<file path="src/rtl/phase_timer.sv">
// phase_timer: multi-phase round-robin countdown timer.
// A prescaler divides clk into timer ticks; each tick counts the active
// phase down, and a phase at zero (or a forced advance) moves to the next
// phase and reloads its duration from a runtime-writable table.
module phase_timer #(
  parameter int unsigned          WIDTH       = 5,
  parameter int unsigned          PHASES      = 4,
  parameter int unsigned          PRESCALE    = 100000,
  parameter logic [WIDTH-1:0]     DEFAULT_DUR = 5'd10,
  localparam int unsigned         PW          = (PHASES > 2) ? $clog2(PHASES) : 1
) (
  input  logic             clk,
  input  logic             reset,
  input  logic             hold,
  input  logic             force_next,
  input  logic             load_en,
  input  logic [PW-1:0]    load_idx,
  input  logic [WIDTH-1:0] load_val,
  output logic [WIDTH-1:0] n,
  output logic [PW-1:0]    phase,
  output logic             tick,
  output logic             expire
);

  localparam int unsigned PSW = (PRESCALE > 1) ? $clog2(PRESCALE) : 1;

  logic [PSW-1:0]   presc_q, presc_d;
  logic [WIDTH-1:0] n_q, n_d;
  logic [PW-1:0]    phase_q, phase_d;
  logic             tick_q, tick_d;
  logic             expire_q, expire_d;
  logic [WIDTH-1:0] dur_q [PHASES];

  logic             tick_edge;
  logic             expire_now;
  logic             table_wr;
  logic [PW-1:0]    next_phase;
  logic [WIDTH-1:0] reload_val;

  // Next-state logic: forced advance outranks the tick, and a write landing
  // on the index being reloaded is forwarded straight into n.
  always_comb begin
    tick_edge  = !hold && (presc_q == PSW'(PRESCALE - 1));
    expire_now = force_next || (tick_edge && (n_q == '0));
    table_wr   = load_en && (32'(load_idx) < PHASES);
    next_phase = (phase_q == PW'(PHASES - 1)) ? '0 : phase_q + PW'(1);
    reload_val = (load_en && (load_idx == next_phase)) ? load_val
                                                       : dur_q[next_phase];

    presc_d  = presc_q;
    n_d      = n_q;
    phase_d  = phase_q;
    tick_d   = 1'b0;
    expire_d = 1'b0;

    if (force_next) begin
      presc_d = '0;
    end else if (!hold) begin
      presc_d = tick_edge ? '0 : presc_q + PSW'(1);
      tick_d  = tick_edge;
    end

    if (expire_now) begin
      phase_d  = next_phase;
      n_d      = reload_val;
      expire_d = 1'b1;
    end else if (tick_edge) begin
      n_d = n_q - WIDTH'(1);
    end
  end

  // Counter, phase and pulse registers with synchronous reset.
  always_ff @(posedge clk) begin
    if (reset) begin
      presc_q  <= '0;
      n_q      <= DEFAULT_DUR;
      phase_q  <= '0;
      tick_q   <= 1'b0;
      expire_q <= 1'b0;
    end else begin
      presc_q  <= presc_d;
      n_q      <= n_d;
      phase_q  <= phase_d;
      tick_q   <= tick_d;
      expire_q <= expire_d;
    end
  end

  // Duration table: reset to the default, written independently of counting.
  always_ff @(posedge clk) begin
    if (reset) begin
      for (int unsigned i = 0; i < PHASES; i++) begin
        dur_q[i] <= DEFAULT_DUR;
      end
    end else if (table_wr) begin
      dur_q[load_idx] <= load_val;
    end
  end

  assign n      = n_q;
  assign phase  = phase_q;
  assign tick   = tick_q;
  assign expire = expire_q;

endmodule

</file>
<file path="config.mk">
export PLATFORM = sky130hd
export DESIGN_NAME = phase_timer
export DESIGN_NICKNAME = d
export VERILOG_FILES = /design/src/rtl/phase_timer.sv
export SDC_FILE = /design/constraint.sdc
export NUM_CORES = 1
export LEC_CHECK = 0
export CORE_ASPECT_RATIO = 1.25
export CORE_MARGIN = 5
export CORE_UTILIZATION = 61
export DETAILED_ROUTE_END_ITERATION = 16
export PLACE_DENSITY_LB_ADDON = 0.08
export SYNTH_ARGS = -nofsm -noshare
export SYNTH_HDL_FRONTEND = slang
export SYNTH_SLANG_ARGS = --single-unit
</file>
<file path="constraint.sdc">
create_clock -name clk -period 2.8 [get_ports clk]
set_input_delay 0.28 -clock clk [delete_from_list [all_inputs] [get_ports clk]]
set_output_delay 0.28 -clock clk [all_outputs]
set_load 0.01 [all_outputs]
</file>
==> results.sh, run 1 <==
export IMPL_synthArstFlopShare_pct=0
export IMPL_synth_compound_area_share_pct=6.06
export IMPL_startpoint_type="flop"
export IMPL_outcome="complete, no violations"
export IMPL_ys_ff_latch=46
export IMPL_wire_per_inst_um=16.4
export IMPL_synth_edf_count=20
export IMPL_synth_simple_gate_area_share_pct=26.2
export IMPL_startpoint="phase[0]$_SDFFE_PP0P_"
export IMPL_power_density_nw_per_um2=570
export IMPL_slew_headroom_pct=68.7
export IMPL_rows=24
export IMPL_min_delay_path_class="flop to flop"
export IMPL_routed_via_count=1615
export IMPL_syn_inst=207
export IMPL_dr_pass1_iters=4
export IMPL_fin_crit_ns=2.03
export IMPL_yosys_warnings=0
export IMPL_rr_startpoint="phase[0]$_SDFFE_PP0P_"
export IMPL_gp_congestion=0.905
export IMPL_final_area_sq_um=2660
export IMPL_r2r_slack_ns=0.77
export IMPL_fmax_mhz=492
export IMPL_io_pins=21
export IMPL_grt_pass1_vias=1636
export IMPL_drv_slew=0
export IMPL_ys_flop_type="dfxtp_1"
export IMPL_cts_tree="done"
export IMPL_grt_setup_unrepaired="false"
export IMPL_dp_hpwl_um=3380
export IMPL_maxCapViolCount=0
export IMPL_synthXorXnorAreaFrac_pct=6.17
export IMPL_dieArea_sq_um=5050
export IMPL_wl_um=4490
export IMPL_synth_top_area_share_pct=26.4
export IMPL_diodes=0
export IMPL_worstSetupEndpointType="flop"
export IMPL_yosysSeqAreaShare_pct=49.3
export IMPL_grt_pass1_wl_um=7590
export IMPL_crit_arrival_ns=2.22
export IMPL_synth_top_cell_by_area="edfxtp_1"
export IMPL_cts_sinks=46
export IMPL_synth_top_cells_by_area="edfxtp_1 (26%), dfxtp_1 (23%), mux4_2 (5.0%)"
export IMPL_required_ns=2.99
export IMPL_syn_area_sq_um=2270
export IMPL_multi_input_area_sq_um=1120
export IMPL_fin_skew_ns=0.00355
export IMPL_syn_nets=222
export IMPL_syn2layout_area_growth_pct=17.2
export IMPL_cts_hold_buf=0
export IMPL_io_buffers=20
export IMPL_cts_buffers=5
export IMPL_core_sq_um=3540
export IMPL_overflow=0
export IMPL_cp_max_fo=6
export IMPL_drcViolationCount=0
export IMPL_drt_iter0_markers=105
export IMPL_vias_per_cell=5.89
export IMPL_ff2ff_path_depth=6
export IMPL_drive_gt1_share_pct=13.6
export IMPL_ys_types=47
export IMPL_start_util_pct=64.1
export IMPL_finalNetCount=249
export IMPL_p_leak_nw=0.962
export IMPL_worstSetupPathType="flop to flop"
export IMPL_antenna_left=0
export IMPL_ctsResizeCount=0
export IMPL_dieWidth_um=64.6
export IMPL_grt_max_degree=17
export IMPL_clock_path_buffers=2
export IMPL_tns_ns=0
export IMPL_synth_top_family_by_area="simple AND/OR/NAND/NOR gates"
export IMPL_placed_area_sq_um=2530
export IMPL_reg2reg_to="n[2]$_SDFFE_PP0P_"
export IMPL_syn_avg_cell_area_sq_um=11.0
export IMPL_cts_setup_buffers=0
export IMPL_clock_latency_ns=0.29
export IMPL_clk_transition_reported_paths_ns=0.08
export IMPL_endpoint="n[2]$_SDFFE_PP0P_"
export IMPL_fp_dieH_um=78.2
export IMPL_max_slew_worst_pin_slew_ns=0.465
export IMPL_muxShareOfSynthArea_pct=9.09
export IMPL_cts_root_buf="clkbuf_8"
export IMPL_hold_viol_final=0
export IMPL_fin_crit_sh_pct=72.6
export IMPL_track_usage_pct=19.5
export IMPL_antenna_found_initial=0
export IMPL_final_fill_count=251
export IMPL_synth_fa_ha_area_share_pct=1.65
export IMPL_irDropWorstVdd_v=0.000363
export IMPL_seq_area_sq_um=1120
export IMPL_cts_htree_levels=2
export IMPL_setup_violations=0
==> area by class of cell <==
class / count / area share, %
Sequential cell: 46 / 42.1
Multi-Input combinational cell: 153 / 41.9
Tap cell: 39 / 1.83
Clock buffer: 5 / 2.58
Clock inverter: 3 / 2.40
Inverter: 4 / 0.564
Timing Repair Buffer: 24 / 8.64
==> state kept, by name, summed over array words and instances, names as in the netlist <==
signal,cells
dur_q,20
expire,1
n,5
phase,2
presc_q,17
tick,1
==> metrics by stage <==
step	worst slack [ns]	total power [mW]	instances	util [%]	hold WS, ns
floorplan	0.886	0.889	207	-	0.427
global placement	0.752	0.957	266	71.4	0.493
detailed placement	0.708	0.964	266	71.4	0.506
CTS	0.739	1.53	274	75.2	0.529
global route	0.621	1.58	274	75.2	0.572
finish	0.768	1.52	274	75.2	0.527
==> cells by family after synthesis <==
group                    after synthesis
AND/OR/NAND/NOR                      102
XOR/XNOR                              16
buffers and inverters                  8
flip-flops                            46
AO/OA/AOI/OAI                         18
adder cells (fa/ha/maj)                3
multiplexers                          14
==> cells in the mapped netlist (all sizes together) (2+ instances only) <==
| cell type | number |
|---|---|
| nor2b | 3 |
| xnor2 | 11 |
| nor2 | 25 |
| nand3 | 5 |
| o22ai | 2 |
| mux2i | 6 |
| a31oi | 3 |
| nor3 | 8 |
| edfxtp | 20 |
| nand2 | 11 |
| xor2 | 5 |
| and2 | 15 |
| inv | 4 |
| mux2 | 3 |
| clkbuf | 3 |
| or3 | 3 |
| mux4 | 5 |
| nand4 | 5 |
| ha | 3 |
| and3 | 2 |
| nor3b | 2 |
| o21ai | 2 |
| nand2b | 10 |
| dfxtp | 26 |
| or2 | 4 |
| a21oi | 4 |
| nor4 | 5 |
==> where the power goes <==
part | internal [mW] | switching, mW
Clock | 0.353 | 0.218
Sequential | 0.733 | 0.0190
Combinational | 0.105 | 0.0903
Total | 1.19 | 0.328
==> worst min path at each step <==
| stage | cells past startpoint | slack [ns] | end | from |
|---|---|---|---|---|
| floorplan | 2 | 0.43 | presc_q[0]$_SDFFE_PP0N_ | hold |
| global placement | 2 | 0.49 | presc_q[16]$_SDFFE_PP0N_ | presc_q[16]$_SDFFE_PP0N_ |
| detailed placement | 2 | 0.51 | presc_q[16]$_SDFFE_PP0N_ | presc_q[16]$_SDFFE_PP0N_ |
| CTS | 2 | 0.53 | n[4]$_SDFFE_PP0P_ | n[4]$_SDFFE_PP0P_ |
| global route | 2 | 0.57 | n[4]$_SDFFE_PP0P_ | n[4]$_SDFFE_PP0P_ |
| finish | 2 | 0.53 | presc_q[16]$_SDFFE_PP0N_ | presc_q[16]$_SDFFE_PP0N_ |
==> critical path, cell delays in order, from the launching register on <==
cell     delay [ns]
dfxtp_1        0.38
ha_1           0.28
nor2_4         0.24
mux4_2         0.53
mux2_2         0.29
nor2_1         0.13
o31ai_2        0.07
==> placed cells by master, fill, tap and decap left out, types with 4 or more instances in the layout <==
| cell type | count |
|---|---|
| buf_4 | 4 |
| xor2_1 | 5 |
| nor4_1 | 4 |
| edfxtp_1 | 20 |
| a21oi_1 | 4 |
| inv_1 | 4 |
| nand3_1 | 5 |
| xnor2_1 | 11 |
| dfxtp_1 | 26 |
| nor2_1 | 24 |
| mux2i_1 | 6 |
| mux4_2 | 5 |
| and2_1 | 15 |
| nor3_1 | 8 |
| nand2_1 | 9 |
| nand2b_1 | 10 |
| clkdlybuf4s50_1 | 20 |
| clkbuf_8 | 5 |
==> routing by layer <==
metal | vias to the layer above | routed length (um) | share of wire, % | GRT usage [%]
li1 | 800 | - | - | -
met1 | 770 | 1640 | 37 | 19.9
met2 | 37 | 2630 | 59 | 37.6
met3 | 8 | 140 | 3.1 | 4.71
met4 | 0 | 70 | 1.6 | 7.61
met5 | - | 0 | 0 | 0
No activity file was read; power rests on OpenSTA's default activity.
==> run 2: changes to the inputs <==
Settings changed: CORE_UTILIZATION 61 to 57.
Clock period 2.8 ns to 2 ns, I/O delays scaled along.
==> run 2 against run 1 <==
Core utilization shrank 4.6 points. Critical path depth is the same. Non-clock buffer count grew 6. Design area grew 1.2%. Worst setup slack lost 0.68 ns. Clock-buffer cell count grew 2. Clock power grew 2%. Global-route usage shrank 0.12 points. First-iteration DRC count shrank 6.7%. Via count grew 2.3%. Sequential power grew 40%. Critical path type unchanged. Largest cell class is now multi-input gates.
==> results.sh, run 2 (synthesis results as in run 1) <==
export IMPL_fmax_mhz=523
export IMPL_antenna_left=0
export IMPL_power_mw=1.92
export IMPL_vias_per_cell=5.60
export IMPL_clock_path_buffers=2
export IMPL_start_util_pct=59.5
export IMPL_dieWidth_um=66.5
export IMPL_power_density_nw_per_um2=712
export IMPL_seq_area_sq_um=1120
export IMPL_clock_latency_ns=0.29
export IMPL_grt_busiest_layer="met2"
export IMPL_rows=25
export IMPL_hold_ws_ns=0.524
export IMPL_io_pins=21
export IMPL_finalNetCount=255
export IMPL_grt_pass1_wl_um=7810
export IMPL_worstSetupEndpointType="flop"
export IMPL_dr_pass1_iters=4
export IMPL_cts_root_buf="clkbuf_8"
export IMPL_fin_crit_ns=1.91
export IMPL_antenna_found_initial=0
export IMPL_ff2ff_path_depth=6
export IMPL_grt_max_degree=17
export IMPL_final_area_sq_um=2700
export IMPL_placed_area_sq_um=2590
export IMPL_fp_dieH_um=80.6
export IMPL_p_leak_nw=0.979
export IMPL_holdPathEnd="presc_q[16]$_SDFFE_PP0N_"
export IMPL_fin_skew_ns=0.00586
export IMPL_setup_violations=0
export IMPL_irDropWorstVdd_v=0.000435
export IMPL_slew_headroom_pct=72.5
export IMPL_hold_viol_final=0
export IMPL_min_delay_path_class="flop to flop"
export IMPL_cts_htree_levels=2
export IMPL_layout_commonest_cell="dfxtp_1"
export IMPL_dieArea_sq_um=5360
export IMPL_drive_gt1_share_pct=17.0
export IMPL_max_slew_worst_pin_slew_ns=0.411
export IMPL_core_sq_um=3820
export IMPL_syn2layout_area_growth_pct=18.6
export IMPL_final_fill_count=311
export IMPL_maxCapViolCount=0
export IMPL_clk_transition_reported_paths_ns=0.08
export IMPL_fin_crit_sh_pct=95.6
export IMPL_dp_hpwl_um=3620
export IMPL_diodes=0
export IMPL_crit_arrival_ns=2.09
export IMPL_use_met2_pct=37.6
export IMPL_cts_sinks=46
export IMPL_cts_buffers=5
export IMPL_regMostFlops="dur_q"
export IMPL_gp_congestion=0.849
export IMPL_tns_ns=0
export IMPL_cts_hold_buf=0
export IMPL_largest_reg_flops=20
export IMPL_drcViolationCount=0
export IMPL_outcome="complete, no violations"
export IMPL_grt_setup_unrepaired="false"
export IMPL_r2r_slack_ns=0.09
export IMPL_gr_usage_met3_pct=4.20
export IMPL_startpoint_type="flop"
export IMPL_overflow=0
export IMPL_drv_slew=0
export IMPL_min_from="presc_q[16]$_SDFFE_PP0N_"
export IMPL_worstSetupPathType="flop to flop"
export IMPL_final_util_pct=70.6
export IMPL_final_cell_mix="dfxtp_1 (26), nor2_1 (24), edfxtp_1 (20), clkdlybuf4s50_1 (20), and2_1 (15)"
export IMPL_grt_use_met1_pct=18.7
export IMPL_wl_um=4790
export IMPL_cts_tree="done"
export IMPL_rr_startpoint="phase[0]$_SDFFE_PP0P_"
export IMPL_drt_iter0_markers=98
export IMPL_wire_per_inst_um=16.2
export IMPL_cp_max_fo=6
export IMPL_multi_input_area_sq_um=1120
export IMPL_reg2reg_to="n[3]$_SDFFE_PP1P_"
export IMPL_routed_via_count=1652
export IMPL_grt_pass1_vias=1704
export IMPL_hold_path_cell_count=2
export IMPL_required_ns=2.18
export IMPL_track_usage_pct=19.4
export IMPL_io_buffers=20
-- run 2: what timing repair did --
action	in CTS	in global routing
buffers inserted	0	1
setup endpoints to repair	0	3
resized for setup	0	2
-- run 2: cell type report --
type	count	share of cell area (%)
Multi-Input combinational cell	153	41.7
Timing Repair Buffer	30	10.2
Tap cell	54	2.51
Clock buffer	7	3.25
Clock inverter	1	0.186
Inverter	4	0.557
Sequential cell	46	41.6
-- run 2: power by group --
group	switching, mW	total [mW]	internal [mW]
sequential	0.0246	1.05	1.03
combinational	0.132	0.288	0.156
clock	0.296	0.580	0.284
-- run 2: how the worst max path moves through the flow --
stage / start / end / slack, ns / cells past startpoint
floorplan: phase[0]$_SDFFE_PP0P_ / n[3]$_SDFFE_PP1P_ / 0.09 / 6
global placement: hold / n[4]$_SDFFE_PP0P_ / 0.12 / 6
finish: phase[0]$_SDFFE_PP0P_ / n[3]$_SDFFE_PP1P_ / 0.09 / 6
CTS: phase[0]$_SDFFE_PP0P_ / n[2]$_SDFFE_PP0P_ / 0.07 / 6
global route: phase[0]$_SDFFE_PP0P_ / n[2]$_SDFFE_PP0P_ / 0.02 / 6
detailed placement: load_idx[0] / n[3]$_SDFFE_PP1P_ / 0.07 / 6
-- run 2: metal layers --
metal	vias to the layer above	share of wire, %
met4	0	2.7
met3	12	3.0
met2	38	58
met5	-	0
met1	796	36
li1	806	-
-- run 2: worst max-delay path: stages (launching register included) --
cell and delay (ns):
dfxtp_1 0.33, ha_2 0.21, nor2_4 0.24, mux4_2 0.53
mux2_2 0.27, o22ai_1 0.13, a21oi_1 0.09
-- run 2: metrics by stage --
stage          setup WS, ns  instances
6_report             0.0886        295
3_3_place_gp          0.118        286
2_1_floorplan        0.0859        207
5_1_grt              0.0171        295
3_5_place_dp         0.0750        286
4_1_cts              0.0663        294
